$ cat config.mk
export PLATFORM = sky130hd
export DESIGN_NAME = keypad_scanner
export DESIGN_NICKNAME = d
export VERILOG_FILES = /design/src/rtl/keypad_scanner.sv
export SDC_FILE = /design/constraint.sdc
export NUM_CORES = 1
export LEC_CHECK = 0
export BUFFER_PORTS_ARGS = -buffer_cell sky130_fd_sc_hd__buf_4
export CORE_MARGIN = 2
export CORE_UTILIZATION = 55
export DETAILED_ROUTE_END_ITERATION = 8
export PLACE_DENSITY = 0.73
export REMOVE_ABC_BUFFERS = 1
export SYNTH_ARGS = -nofsm -noshare
export SYNTH_HDL_FRONTEND = slang
export SYNTH_SLANG_ARGS = --single-unit
export TNS_END_PERCENT = 1
$ cat constraint.sdc
create_clock -name wb_clk_i -period 9.1 [get_ports wb_clk_i]
set_input_delay 0.455 -clock wb_clk_i [delete_from_list [all_inputs] [get_ports wb_clk_i]]
set_output_delay 0.455 -clock wb_clk_i [all_outputs]
set_load 0.005 [all_outputs]
$ cat src/rtl/keypad_scanner.sv
`default_nettype none
// ============================================================================
//  Module      : keypad_scanner
//  Description : 4x4 matrix keypad scanner for user GPIO pads. Drives one
//                column low at a time (open-drain via output enables),
//                samples the pulled-up rows through a 2-flop synchronizer,
//                debounces the whole matrix and emits one code per new press
//                on a valid/ready interface, with a sticky drop flag.
//  Revision    : 1.0 - initial release
// ============================================================================
module keypad_scanner #(
   parameter int SCAN_DIV       = 1000,
   parameter int DEBOUNCE_SCANS = 4
) (
   input  logic       wb_clk_i,
   input  logic       wb_rst_ni,
   input  logic       enable_i,
   input  logic [3:0] row_i,
   output logic [3:0] col_o,
   output logic [3:0] col_oeb_o,
   output logic       key_valid_o,
   output logic [3:0] key_code_o,
   input  logic       key_ready_i,
   output logic       overflow_o,
   input  logic       clear_i
);

   localparam int                 c_DIV_W    = (SCAN_DIV > 1) ? $clog2(SCAN_DIV) : 1;
   localparam logic [c_DIV_W-1:0] c_DIV_LAST = c_DIV_W'(SCAN_DIV - 1);
   localparam logic [3:0]         c_DEB      = 4'(DEBOUNCE_SCANS);

   logic [3:0]         r_row_meta;
   logic [3:0]         r_row_sync;
   logic               r_active;
   logic [c_DIV_W-1:0] r_div;
   logic [1:0]         r_col;
   logic [15:0]        r_raw;
   logic [15:0]        r_prev;
   logic [15:0]        r_stable;
   logic [3:0]         r_count;
   logic               r_key_valid;
   logic [3:0]         r_key_code;
   logic               r_overflow;

   logic               w_capture;
   logic               w_scan_end;
   logic [15:0]        w_raw_next;
   logic [3:0]         w_count_next;
   logic               w_accept;
   logic [15:0]        w_new;
   logic               w_evt;
   logic               w_multi;
   logic [3:0]         w_evt_code;
   logic               w_load;
   logic               w_ovf_set;

   // Columns are never driven high: the pad only switches between low and
   // released, so the pull-ups define the idle level.
   assign col_o       = 4'h0;
   // r_active delays the first driven column by one cycle after enable so the
   // column always gets a full dwell starting from divider 0.
   assign col_oeb_o   = r_active ? ~(4'b0001 << r_col) : 4'hF;
   assign key_valid_o = r_key_valid;
   assign key_code_o  = r_key_code;
   assign overflow_o  = r_overflow;

   assign w_capture  = r_active && enable_i && (r_div == c_DIV_LAST);
   assign w_scan_end = w_capture && (r_col == 2'd3);

   // Two-flop synchronizer on the asynchronous row pads (idle level is high).
   always_ff @(posedge wb_clk_i or negedge wb_rst_ni) begin
      if (!wb_rst_ni) begin
         r_row_meta <= 4'hF;
         r_row_sync <= 4'hF;
      end else begin
         r_row_meta <= row_i;
         r_row_sync <= r_row_meta;
      end
   end

   // Column dwell divider and column index; both parked at 0 while disabled.
   always_ff @(posedge wb_clk_i or negedge wb_rst_ni) begin
      if (!wb_rst_ni) begin
         r_active <= 1'b0;
         r_div    <= '0;
         r_col    <= 2'd0;
      end else if (!enable_i) begin
         r_active <= 1'b0;
         r_div    <= '0;
         r_col    <= 2'd0;
      end else begin
         r_active <= 1'b1;
         if (r_active) begin
            if (r_div == c_DIV_LAST) begin
               r_div <= '0;
               r_col <= r_col + 2'd1;
            end else begin
               r_div <= r_div + 1'b1;
            end
         end
      end
   end

   // Raw matrix including the column captured this cycle (active-high keys).
   always_comb begin
      w_raw_next = r_raw;
      if (w_capture) begin
         w_raw_next[{r_col, 2'b00} +: 4] = ~r_row_sync;
      end
   end

   // Debounce: count consecutive identical scans, saturating at the target.
   always_comb begin
      w_count_next = 4'd0;
      if (w_raw_next == r_prev) begin
         w_count_next = (r_count >= c_DEB) ? c_DEB : (r_count + 4'd1);
      end
   end

   assign w_accept = w_scan_end && (w_count_next == c_DEB);
   assign w_new    = w_accept ? (w_raw_next & ~r_stable) : 16'h0000;
   assign w_evt    = |w_new;
   // More than one newly pressed key: only the lowest is reported.
   assign w_multi  = |(w_new & (w_new - 16'd1));

   // Lowest set bit of the new-press vector wins.
   always_comb begin
      w_evt_code = 4'd0;
      for (int i = 15; i >= 0; i--) begin
         if (w_new[i]) begin
            w_evt_code = 4'(i);
         end
      end
   end

   assign w_load    = w_evt && (!r_key_valid || key_ready_i);
   assign w_ovf_set = (w_evt && !w_load) || w_multi;

   // Raw / previous / stable matrices and the debounce counter.
   always_ff @(posedge wb_clk_i or negedge wb_rst_ni) begin
      if (!wb_rst_ni) begin
         r_raw    <= 16'h0000;
         r_prev   <= 16'h0000;
         r_stable <= 16'h0000;
         r_count  <= 4'd0;
      end else if (!enable_i) begin
         r_raw    <= 16'h0000;
         r_prev   <= 16'h0000;
         r_stable <= 16'h0000;
         r_count  <= 4'd0;
      end else begin
         if (w_capture) begin
            r_raw <= w_raw_next;
         end
         if (w_scan_end) begin
            r_prev  <= w_raw_next;
            r_count <= w_count_next;
            if (w_accept) begin
               r_stable <= w_raw_next;
            end
         end
      end
   end

   // Output holding register: load on event when free or being drained.
   always_ff @(posedge wb_clk_i or negedge wb_rst_ni) begin
      if (!wb_rst_ni) begin
         r_key_valid <= 1'b0;
         r_key_code  <= 4'd0;
      end else if (w_load) begin
         r_key_valid <= 1'b1;
         r_key_code  <= w_evt_code;
      end else if (key_ready_i) begin
         r_key_valid <= 1'b0;
      end
   end

   // Sticky drop flag; a new drop takes priority over a clear request.
   always_ff @(posedge wb_clk_i or negedge wb_rst_ni) begin
      if (!wb_rst_ni) begin
         r_overflow <= 1'b0;
      end else if (w_ovf_set) begin
         r_overflow <= 1'b1;
      end else if (clear_i) begin
         r_overflow <= 1'b0;
      end
   end

endmodule
`default_nettype wire

# Word-level counts from Yosys, hierarchy flattened
# Cells that the tools add are included.
[word_totals] reg_bits=79 inputBits=9 output_inout_bits=14 elab_cells=93
[op_classes] add_sub_neg=5 magnitude_cmp=1 n_eq_ne=9 shifts=3 mux=42 bitwise_logic=5 reduce_logical=16
[ops] operator="2-to-1 mux 16 bit" count=9
[ops] operator="2-to-1 mux 4 bit" count=21
[ops] operator="bitwise AND 16 bit" count=2
[ops] operator="OR reduction 16 bit" count=2
[ops] operator="2-to-1 mux 10 bit" count=3
[ops] operator="bitwise mux 16 bit" count=1
[ops] operator="== test 16 bit" count=1
[ops] operator="NOT 16 bit" count=1
[ops] operator="variable shift 4 x 6 -> 16 bit, first input constant" count=1
[ops] operator="variable part select 4 x 6 -> 16 bit" count=1
[ops] operator="subtractor 16 x 1 -> 16 bit, second input constant" count=1
[ops] operator="adder 10 x 1 -> 10 bit, second input constant" count=1
[ops] operator="== test 10 bit, second input constant" count=1
[ops] operator="inequality test 2 x 1 -> 1 bit, second input constant" count=5
[ops] operator="NOT 4 bit" count=2
[ops] operator="logical AND 1 bit" count=6
[ops] operator="2-to-1 mux 2 bit" count=3
[ops] operator="negation 4 -> 6 bit" count=1
[ops] operator="2-to-1 mux 1 bit" count=5
[ops] operator="adder 4 x 1 -> 4 bit, second input constant" count=1
[ops] operator="== test 4 x 3 -> 1 bit, second input constant" count=1
[ops] operator="greater-or-equal comparator 4 x 3 -> 1 bit, second input constant" count=1
[ops] operator="AND reduction 2 bit" count=2
[ops] operator="nonzero test 2 bit" count=2
[ops] operator="other kinds (5)" count=7

# Longest topological paths before layout
# Gate-level depths: netlist (run 1).
[logic_depth] depth_word=25 depth_mapped=15 mapped_depth_nobuf=10

# Worst setup path before layout (run 1)
# No wires, ideal clock.
[synth_path] kind="register -> register" start="register r_col[0]" end="register r_key_code[1], in the netlist key_code_o[1]" arrival_ns=3.263 slack_ns=5.709 path_stages_with_launch=15 path_buffers=4 period_less_slack_ns=3.391 cell_sequence="dfrtp_1 clkbuf_1 inv_1 ha_1 clkbuf_1 or3b_1 clkbuf_1 nor2_1 o2111ai_1 o21a_1 nor4_1 and4_1 buf_2 nand3b_1 mux2_1"
[synth_via] elab_chain_cells=25 word_cells_on_any_way=31 classes_between="add/sub (1); eq/ne (3); shift (2); mux (20); bitwise (1); reduce/logical (4)"
[synth_rtl] item="from (decl)" line="36" rtl="logic [1:0] r_col;"
[synth_rtl] item="from (signal assigned)" line="96" rtl="r_col <= r_col + 2'd1;"
[synth_rtl] item="negation 4 -> 6 bit" line="108" rtl="w_raw_next[{r_col, 2'b00} +: 4] = ~r_row_sync;"
[synth_rtl] item="variable part select 4 x 6 -> 16 bit / variable shift 4 x 6 -> 16 bit (equally long branches)" line="108"
[synth_rtl] item="bitwise mux 16 bit" line="108"
[synth_rtl] item="2-to-1 mux 16 bit" line="107" rtl="if (w_capture) begin"
[synth_rtl] item="== test 16 bit" line="115" rtl="if (w_raw_next == r_prev) begin"
[synth_rtl] item="2-to-1 mux 4 bit" line="115"
[synth_rtl] item="== test 4 x 3 -> 1 bit" line="120" rtl="assign w_accept = w_scan_end && (w_count_next == c_DEB);"
[synth_rtl] item="logical AND 1 bit" line="120"
[synth_rtl] item="2-to-1 mux 16 bit *" line="121" rtl="assign w_new = w_accept ? (w_raw_next & ~r_stable) : 16'h0000;"
[synth_rtl] item="2-to-1 mux 4 bit (16 in series)" line="130" rtl="if (w_new[i]) begin"
[synth_rtl] item="to (signal assigned)" line="172" rtl="r_key_code <= w_evt_code;"
[synth_rtl] item="to (decl)" line="42" rtl="logic [3:0] r_key_code;"
# Every way passes the cells marked *; elsewhere a longest branch is shown, timed or not.
# A chain may end at the register's enable or synchronous reset.

# Worst setup path in the final report (run 1)
# Same ends and word-level chain as after synthesis.

==> impl_results.md, run 1 <==
- Top FF cell, synth: dfrtp_1
- Floorplan die width: 95.0 µm
- CP Data Required Time: 9.34 ns
- Clock H-tree levels: 3
- Wire per inst: 18.4 µm
- Leakage power: 2.22 nW
- Highest fanout seen on the critical path: 23
- Setup Total Neg Slack: 0 ns
- Fmax: 228 MHz
- Max IR drop VDD: 82.9 µV
- Overall power after layout: 0.675 mW
- Post-route antenna net violation count: 0
- IO buf count: 18
- Clock root cell: clkbuf_8
- Top-level I/O count: 23
- Overflow after GRT: 0
- CTS Hold Bufs: 0
- Last weighted congestion value of the routability-driven placer: 1.05
- Number of unique standard cell types used by synthesis: 68
- Finish-stage setup viols: 0
- Overall track demand over capacity in global routing: 25.9%
- Number of buffers added by the clock tree synthesis step: 9
- Non-filler cells in the finished layout: 598
- Starting utilization of the core area: 55.9%
- Total via count after detailed routing: 3697
- WP data arrival: 4.62 ns
- Post-CTS clock slew at the launch and capture registers of the worst setup and hold paths: 0.08 ns
- Area enclosed by the die boundary: 9020 µm²
- Register bit count reported by yosys: 79
- Maxcap violations: 0
- Post-detailed-route DRC marker count: 0
- Detailed-routing iteration count for the pre-antenna-repair pass: 5
- Number of warnings reported in the yosys synthesis log: 0
- DP Wirelength: 7550 µm
- Detailed-route wire length: 11000 µm
- Synthesized instance count: 484
- Largest net degree at the start of global routing: 80
- Overall die height: 95.0 µm
- Final standard cell utilization of the core: 60.4%
- CP startpoint kind: register
- Endpoints failing hold: 0
- Number of synthesized flops with an enable pin: 0
- Hold Path Stages: 1
- Count of nets after finishing: 504
- Number of antenna repair diodes: 0
- Crit path time final: 4.39 ns
- Via count of the first global-routing pass: 3408
- Final period utilization: 48.2%
- Combined area of all synthesized cells: 4550 µm²
- Kind of capture point of the worst setup path: register
- Growth of design area from synthesis to finish: 7.95%
- Final Skew: 0.0111 ns
- Fraction of registers with async set/reset: 100%
- Clock tree buffer depth: 2
- Antenna violations before repair: 0
- Number of placed cells counting well taps: 582
- Result of the run: completed
- Fraction of final layout cells sized beyond drive strength 1: 11.8%
- Power density of the placed cells: 137 nW/µm²
- Tightest slew margin relative to the limit: 35.6%
- Vias per std cell: 6.18
- Clk_lat worst skew: 0.36 ns
- Global-route wire length before repair: 17500 µm
- Total count of max-transition violations in the final report: 0
- Clock tree from TritonCTS: built
- Unrepaired setup endpoints after global routing: false
- Setup Crit Path Kind: reg2reg
- Floorplan Core Area: 8130 µm²
- CTS Sinks: 79
- Syn avg cell area: 9.40 µm²
- Count of cells resized by post-cts repair: 0
- Standard-cell rows: 33
- Share of synthesized area occupied by flip-flops and latches: 43.7%
- Buffers inserted by post-CTS timing repair: 0
- Tightest Hold Check Type: in2reg
- Actual slew at the worst max-slew pin: 0.966 ns
- Worst Reg-to-Reg Cells: 10
- Number of design-rule violations left by the first detailed-router iteration: 286
==> Yosys cell counts, drive strengths merged, types with 8 or more instances <==
cell type / n / area, µm²
dfrtp: 71 / 1780
nand2: 45 / 169
o21ai: 38 / 190
nor2: 36 / 135
nor2b: 25 / 156
nor3: 22 / 110
inv: 21 / 78.8
buf: 15 / 97.6
clkbuf: 15 / 56.3
mux2i: 15 / 188
o21a: 14 / 105
xnor2: 12 / 105
a21oi: 11 / 55.1
and2: 8 / 50.1
dfstp: 8 / 210
nand4: 8 / 86.3
==> per-layer routing <==
layer	wire length [µm]	vias to the layer above	global-route usage [%]	share of wire [%]
met5	0	-	0	0
met4	226	0	9.42	2.1
met3	583	22	5.27	5.3
met2	5170	120	40.2	47
met1	5010	1820	35.9	46
li1	-	1735	-	-
==> through the flow <==
step / instance area, µm² / worst slack (ns) / hold WS (ns)
global placement: 4690 / 4.92 / 0.346
CTS: 4910 / 4.78 / 0.190
floorplan: 4410 / 5.53 / 0.159
finish: 4910 / 4.71 / 0.204
global route: 4910 / 4.34 / 0.172
detailed placement: 4690 / 4.79 / 0.347
==> kinds of logic (layout without fill, tap and decap cells) <==
| logic type | after synthesis | count (layout) | share of synthesized area (%) |
|---|---|---|---|
| AND/OR/NAND/NOR | 186 | 186 | 22.0 |
| AO/OA/AOI/OAI | 123 | 123 | 18.6 |
| flip-flops | 79 | 79 | 43.7 |
| buffers and inverters | 51 | 57 | 5.11 |
| multiplexers | 19 | 19 | 5.11 |
| XOR/XNOR | 18 | 18 | 3.46 |
| adder cells (fa/ha/maj) | 7 | 7 | 1.92 |
| other | 1 | 4 | 0.0824 |
==> critical path, cell delays in order, from the launching register on <==
cell	delay [ns]
dfrtp_1	0.57
inv_1	0.14
ha_1	0.43
nor4bb_1	0.31
nand4_1	0.44
o21a_1	0.40
xnor2_1	0.16
nor4_1	0.27
and4_1	0.83
nand3b_1	0.31
mux2_1	0.39
==> cells in the final DEF, fill, tap and decap left out, drive strengths merged, types with 11 or more instances in the layout <==
| cell type | Yosys | final |
|---|---|---|
| buf | 15 | 20 |
| nor2b | 25 | 25 |
| nor2 | 36 | 36 |
| dfrtp | 71 | 71 |
| xnor2 | 12 | 12 |
| nand2 | 45 | 45 |
| clkbuf | 15 | 11 |
| o21a | 14 | 14 |
| inv | 21 | 21 |
| mux2i | 15 | 15 |
| a21oi | 11 | 11 |
| o21ai | 38 | 38 |
| nor3 | 22 | 22 |
==> sequential cells by signal (all words and copies together), names as in the netlist <==
signal / flops
r_col: 2
r_active: 1
overflow_o: 1
r_div: 10
r_prev: 16
r_row_meta: 4
r_count: 4
key_code_o: 4
key_valid_o: 1
r_stable: 16
r_raw: 16
r_row_sync: 4
==> final timing paths <==
| kind | from | to | slack (ns) |
|---|---|---|---|
| min in group asynchronous | wb_rst_ni | r_raw[0] | 0.26 |
| hold / removal | row_i[1] | r_row_meta[1] | 0.20 |
| setup reg to reg | r_col[0] | key_code_o[1] | 4.71 |
| hold reg to reg | r_row_meta[3] | r_row_sync[3] | 0.36 |
| setup / recovery | r_col[0] | key_code_o[1] | 4.71 |
| max in group asynchronous | wb_rst_ni | r_prev[11] | 8.23 |
==> where the power goes <==
part | leakage (nW) | switching [mW] | total (mW) | internal (mW)
combinational | 1.04 | 0.0157 | 0.0233 | 0.00755
sequential | 1.06 | 0.00590 | 0.361 | 0.355
clock | 0.110 | 0.129 | 0.291 | 0.162
total | 2.22 | 0.151 | 0.675 | 0.525
==> final cells by class <==
class,instances,area (µm²)
clock buffer,11,141
clock inverter,5,81.3
fill,701,3220
inverter,21,78.8
multi-input combinational,357,2340
sequential,79,1990
tap,105,131
timing repair buffer,20,150
Power figures use the tool's default switching activity.
==> run 2, diff against run 1 <==
ABC_AREA = 1   (was not set)
PLACE_DENSITY = 0.76   (was 0.73)
clock period = 4 ns   (was 9.1 ns; I/O delays follow)
==> run 2 against run 1 <==
  * Non-clock buffer count increased by 7
  * Register-to-register slack got worse by 4.3 ns
  * Sequential cell count unchanged
  * Utilization increased by 1.7 points
  * Sequential share of layout area decreased by 1.3 points
  * Fmax increased by 23%
  * Power increased by 130%
  * Worst hold slack got worse by 0.20 ns
  * First-iteration DRC count decreased by 34%
  * Sequential power increased by 130%
  * Synthesized cell count increased by 30%
  * Clock power increased by 130%
  * Critical endpoint is now key_code_o[0]
==> impl_results.md, run 2 <==
- Tightest slew margin relative to the limit: 33.8%
- CP Data Required Time: 4.29 ns
- Area share of xor/xnor cells in the synthesized design: 0%
- Unrepaired setup endpoints after global routing: false
- Area of the multi-input gates: 2210 µm²
- Floorplan die width: 95.5 µm
- Combined area of all synthesized cells: 4610 µm²
- Overall die height: 95.5 µm
- Leakage power: 2.59 nW
- Max IR drop VDD: 204 µV
- Vias per std cell: 5.12
- CTS Sinks: 79
- Count leader, synth: nand2_1
- Post-synthesis compound-gate area fraction: 9.21%
- Number of buffers added by the clock tree synthesis step: 9
- Share of synthesized area occupied by flip-flops and latches: 43.1%
- Clock tree buffer depth: 2
- Detailed-route wire length: 10600 µm
- IO buf count: 18
- Fraction of registers with async set/reset: 100%
- Growth of design area from synthesis to finish: 10.1%
- Highest fanout seen on the critical path: 20
- Clk_lat worst skew: 0.35 ns
- Power density of the placed cells: 308 nW/µm²
- Synthesized instance count: 631
- Post-detailed-route DRC marker count: 0
- Via count of the first global-routing pass: 3880
- Overflow after GRT: 0
- Area enclosed by the die boundary: 9120 µm²
- Standard-cell rows: 33
- Setup Total Neg Slack: 0 ns
- Final Skew: 0.0109 ns
- Synth top area cells: dfrtp_1 (39%), nand2_1 (16%), nor2_1 (6.8%), inv_1 (5.9%), dfstp_2 (4.6%)
- Wire per inst: 13.8 µm
- Fraction of final layout cells sized beyond drive strength 1: 15.4%
- Final period utilization: 89.1%
- Setup slack of the critical path after layout: 0.434 ns
- Setup Crit Path Kind: reg2reg
- Number of design-rule violations left by the first detailed-router iteration: 190
- Actual slew at the worst max-slew pin: 0.993 ns
- Count of nets after finishing: 672
- Last weighted congestion value of the routability-driven placer: 0.930
- Top cell types by occurrence after synthesis: nand2_1 (202), nor2_1 (84), inv_1 (72)
- Detailed-routing iteration count for the pre-antenna-repair pass: 5
- Post-CTS clock slew at the launch and capture registers of the worst setup and hold paths: 0.08 ns
- Total via count after detailed routing: 3925
- WP data arrival: 3.86 ns
- Floorplan Core Area: 8180 µm²
- Placement Setup Slack: 0.515 ns
- Most common cell after layout, fill and taps aside: nand2_1
- Clock H-tree levels: 3
- Count of cells resized by post-cts repair: 0
- Endpoints failing hold: 0
- Antenna violations before repair: 0
- Register bit count reported by yosys: 79
- Finish-stage setup viols: 0
- CP startpoint kind: register
- Delay contributed by the slowest stage of the critical path: 0.43 ns
- Number of antenna repair diodes: 0
- Maxcap violations: 0
- Number of unique standard cell types used by synthesis: 38
- Fmax: 280 MHz
- Area share of and/or/nand/nor cells after synthesis: 36.6%
- Global-route wire length before repair: 18100 µm
- Result of the run: completed
- Portion of netlist area occupied by mux cells: 0%
- Top cell type by total area after synthesis: dfrtp_1
- Clock root cell: clkbuf_8
- Most frequent cell on the critical path: nand2_1
- Overall power after layout: 1.56 mW
- Top FF cell, synth: dfrtp_1
- Number of synthesized flops with an enable pin: 0
- Number of warnings reported in the yosys synthesis log: 0
- Crit path time final: 3.57 ns
- Tightest Hold Check Type: in2async
- DP Wirelength: 7840 µm
- Post-route antenna net violation count: 0
- Fillcell total: 726
- Largest net degree at the start of global routing: 80
- Kind of capture point of the worst setup path: register
- Starting utilization of the core area: 56.4%
- Top-level I/O count: 23
- Area share of the largest cell type after synthesis: 38.6%
- Overall track demand over capacity in global routing: 25.6%
- Clock tree from TritonCTS: built
- Commonest cells after routing, fill and taps aside: nand2_1 (202), nor2_1 (84), inv_1 (72)
- Regs by FF count: r_prev: 16 flops, r_raw: 16 flops, r_stable: 16 flops
- Area taken by flip-flops and latches: 1990 µm²
- Area share of fa/ha/maj cells after synthesis: 1.90%
- Final standard cell utilization of the core: 62.0%
- Main combinational cell family by area after synthesis: simple AND/OR/NAND/NOR gates
- Syn avg cell area: 7.30 µm²
- Total count of max-transition violations in the final report: 0
- Standard cell with the maximum stage delay on the critical path: ha_1
run 2: cell types whose count changed after synthesis, sizes merged, moves of 14 or more:
| cell | previous run | this run |
|---|---|---|
| nand2 | 45 | 234 |
| inv | 21 | 79 |
| nor2 | 36 | 94 |
| nor2b | 25 | 0 |
| mux2i | 15 | 0 |
| nand3 | 7 | 21 |
| o21a | 14 | 0 |
run 2: logic make-up after synthesis:
group                    after synthesis
flip-flops                            79
adder cells (fa/ha/maj)                7
buffers and inverters                 95
AND/OR/NAND/NOR                      376
other                                  1
AO/OA/AOI/OAI                         73
run 2: repair_timing:
| item | in CTS | in global routing |
|---|---|---|
| setup endpoints to repair | 0 | 0 |
| hold buffers | 5 | 0 |
| hold endpoints to repair | 5 | 0 |
| setup buffers | 0 | 0 |
run 2: worst max-delay path, delay by kind of cell (launching register included):
kind                     cells  cell delay, ns
AO/OA/AOI/OAI                1            0.13
adder cells (fa/ha/maj)      1            0.43
buffers and inverters        4            0.49
flip-flops                   1            0.38
AND/OR/NAND/NOR             22            2.08
run 2: where the power goes:
part	total [mW]	internal, mW	switching, mW
registers	0.826	0.814	0.0120
clock network	0.664	0.369	0.295
logic	0.0700	0.0223	0.0477
total	1.56	1.21	0.355
run 2: layer usage:
| layer | GRT usage (%) | wire [µm] | vias up |
|---|---|---|---|
| met1 | 34.6 | 4910 | 1800 |
| met2 | 42.0 | 5020 | 94 |
| met3 | 4.98 | 490 | 14 |
| met4 | 7.50 | 145 | 0 |
| met5 | 0 | 0 | - |
| li1 | - | - | 2017 |
run 2: final cells by class:
type / instances / share of cell area, %
Timing Repair Buffer: 27 / 4.24
Clock inverter: 5 / 1.60
Inverter: 79 / 5.99
Sequential cell: 79 / 39.2
Tap cell: 105 / 2.59
Clock buffer: 11 / 2.79
Multi-Input combinational cell: 460 / 43.6
run 2: path summary, 6_finish.rpt:
path                                  to  slack [ns]  cells past startpoint     startpoint
min                             r_raw[1]       0.005                      1      wb_rst_ni
max reg2reg                key_code_o[0]        0.43                     28       r_col[1]
max                        key_code_o[0]        0.43                     28       r_col[1]
max in group asynchronous     r_count[0]        3.34                      1      wb_rst_ni
min reg2reg                r_row_sync[0]        0.36                      0  r_row_meta[0]
min in group wb_clk_i        key_valid_o        0.23                      4    key_ready_i
run 2: through the flow:
stage               cells  hold WS (ns)  instance area [µm²]
finish                766       0.00481                 5070
global route          766        0.0929                 5070
CTS                   766        0.0374                 5070
detailed placement    745         0.309                 4800
global placement      745         0.309                 4800
floorplan             618       -0.0956                 4500
==> run 3, diff against run 2 <==
ABC_AREA = not set   (was 1)
PLACE_DENSITY = 0.73   (was 0.76)
clock period = 3.9 ns   (was 4 ns; I/O delays follow)
==> run 3 against run 2 <==
  * The flow now finishes with violations (negative hold slack)
  * Cell area shrank 0.42%
  * Clock power shrank 1%
  * Wire length grew 5.1%
  * Utilization grew 0.053 points
  * Sequential cell count is the same
  * Die area shrank 1.2%
  * Setup slack lost 0.18 ns
  * Cell count shrank 20%
  * Global-route usage grew 0.60 points
  * Clock skew shrank 0.00073 ns
  * First-iteration DRC count grew 86%
  * Critical endpoint is now overflow_o
==> impl_results.md, run 3 (synthesized netlist as in run 1, its figures left out) <==
- Post-detailed-route DRC marker count: 0
- Fillcell total: 660
- Antenna violations before repair: 0
- Number of antenna repair diodes: 0
- Detailed-routing iteration count for the pre-antenna-repair pass: 5
- Clock tree buffer depth: 2
- Standard cell with the maximum stage delay on the critical path: dfrtp_1
- Overall die height: 95.0 µm
- Max IR drop VDD: 196 µV
- Final period utilization: 93.5%
- Final Skew: 0.0102 ns
- Last weighted congestion value of the routability-driven placer: 0.969
- Power density of the placed cells: 308 nW/µm²
- Floorplan Core Area: 8130 µm²
- Count of nets after finishing: 522
- Total via count after detailed routing: 3824
- Critical Path, Cell by Cell: inv_1 -> ha_1 -> and4b_1 -> and4_1 -> a32oi_1 -> o2111ai_1 -> o41ai_1 -> o2bb2ai_1 -> or3b_1 -> a211o_1
- Number of buffers added by the clock tree synthesis step: 9
- Post-Route M1 WL: 4930 µm
- Number of design-rule violations left by the first detailed-router iteration: 353
- Number of placed cells counting well taps: 595
- Global-route wire length before repair: 18100 µm
- Area of the multi-input gates: 2340 µm²
- Met2 Wirelength: 5190 µm
- Non-filler cells in the finished layout: 616
- Kind of capture point of the worst setup path: register
- Tightest Hold Check Type: in2async
- Crit-path leading delay family: compound AO/OA/AOI/OAI gates
- Number of buffers and inverters on the critical path: 1
- Clock root cell: clkbuf_8
- Total stage count of the critical path: 10
- Area taken by flip-flops and latches: 1990 µm²
- Setup Crit Path Kind: reg2reg
- Final standard cell utilization of the core: 62.1%
- Via count of the first global-routing pass: 3588
- Finish-stage setup viols: 0
- Overall track demand over capacity in global routing: 26.2%
- Top layer in use: met4
- Highest fanout seen on the critical path: 14
- Crit path time final: 3.64 ns
- IO buf count: 18
- Worst Reg-to-Reg Cells: 10
- Final worst hold slack: -0.00611 ns
- Area enclosed by the die boundary: 9020 µm²
- Clock H-tree levels: 3
- Top-level I/O count: 23
- CP Data Required Time: 4.15 ns
- Detailed-route wire length: 11100 µm
- Metal3 WL: 690 µm
- Post-CTS clock slew at the launch and capture registers of the worst setup and hold paths: 0.09 ns
- Maxcap violations: 0
- Starting utilization of the core area: 55.9%
- Unrepaired setup endpoints after global routing: false
- CTS Sinks: 79
- Largest net degree at the start of global routing: 80
- Tightest slew margin relative to the limit: 34.6%
- Fraction of final layout cells sized beyond drive strength 1: 14.3%
- Floorplan die width: 95.0 µm
- Vias per std cell: 6.21
- Actual slew at the worst max-slew pin: 0.980 ns
- Violations in the final reports: negative hold slack
- Most common cell after layout, fill and taps aside: dfrtp_1
- Post-route antenna net violation count: 0
- Fmax: 274 MHz
- Clk_lat worst skew: 0.36 ns
- Overflow after GRT: 0
- Standard-cell rows: 33
- Wire per inst: 18.0 µm
- Endpoints failing hold: 9
- WP data arrival: 3.89 ns
- Setup Total Neg Slack: 0 ns
- Commonest cells after routing, fill and taps aside: dfrtp_1 (71), nand2_1 (45), o21ai_0 (37)
- Leakage power: 2.29 nW
- Clock tree from TritonCTS: built
- Growth of design area from synthesis to finish: 11.0%
- CP startpoint kind: register
- Total count of max-transition violations in the final report: 0
- Delay contributed by the slowest stage of the critical path: 0.58 ns
- Result of the run: complete, but fails checks
- Regs by FF count: r_prev: 16 flops, r_raw: 16 flops, r_stable: 16 flops
- DP Wirelength: 7830 µm
[run 3: cell types whose count changed in the layout (fill, tap and decap cells not counted), sizes merged, moves of 7 or more]
cell	previous run	this run
mux2i	0	15
and2	0	8
nand2	234	45
buf	22	34
nand3	21	7
nand3b	14	1
nor2b	0	25
nor3	10	22
o21ai	49	38
inv	79	22
a2bb2oi	0	7
xnor2	0	12
nor2	94	36
o21a	0	14
[run 3: worst reg2reg max path, stage by stage, from the launching register on]
cell and delay [ns]:
dfrtp_1 0.58, inv_1 0.15, ha_1 0.44, and4b_1 0.27
and4_1 0.24, a32oi_1 0.35, o2111ai_1 0.27, o41ai_1 0.41
o2bb2ai_1 0.15, or3b_1 0.38, a211o_1 0.31
[run 3: layer usage]
layer / global-route usage (%) / up-vias
met4: 12.6 / 0
li1: - / 1767
met5: 0 / -
met1: 36.6 / 1866
met2: 40.0 / 158
met3: 3.99 / 33
[run 3: final timing paths]
kind                          startpoint  slack (ns)            end
min reg2reg                r_row_meta[2]        0.36  r_row_sync[2]
max in group asynchronous      wb_rst_ni        3.27   r_stable[13]
max                             r_col[0]        0.26     overflow_o
min in group wb_clk_i            clear_i        0.18     overflow_o
max reg2reg                     r_col[0]        0.26     overflow_o
min                            wb_rst_ni      -0.006    r_stable[3]
[run 3: per-stage QoR]
step / area (µm²) / total power [mW] / setup WS (ns)
floorplan: 4410 / 0.873 / 0.328
global placement: 4790 / 0.913 / 0.454
detailed placement: 4790 / 0.914 / 0.266
CTS: 5040 / 1.56 / 0.241
global route: 5050 / 1.61 / 0.0415
finish: 5050 / 1.56 / 0.255
[run 3: layout make-up]
| class | count | area share [%] |
|---|---|---|
| Timing Repair Buffer | 38 | 5.85 |
| Tap cell | 105 | 2.60 |
| Multi-Input combinational cell | 357 | 46.4 |
| Inverter | 21 | 1.56 |
| Clock inverter | 4 | 1.02 |
| Clock buffer | 12 | 3.27 |
| Sequential cell | 79 | 39.3 |
[run 3: what timing repair did]
action,4_1_cts,5_1_grt
resized for setup,0,0
hold buffers,4,0
hold endpoints to repair,4,0
endpoints found under the setup margin,0,2
buffers inserted,0,1
[run 3: power breakdown]
part | switching, mW | total [mW] | internal, mW
sequential | 0.0135 | 0.842 | 0.829
clock | 0.307 | 0.656 | 0.349
combinational | 0.0383 | 0.0591 | 0.0209
total | 0.358 | 1.56 | 1.20
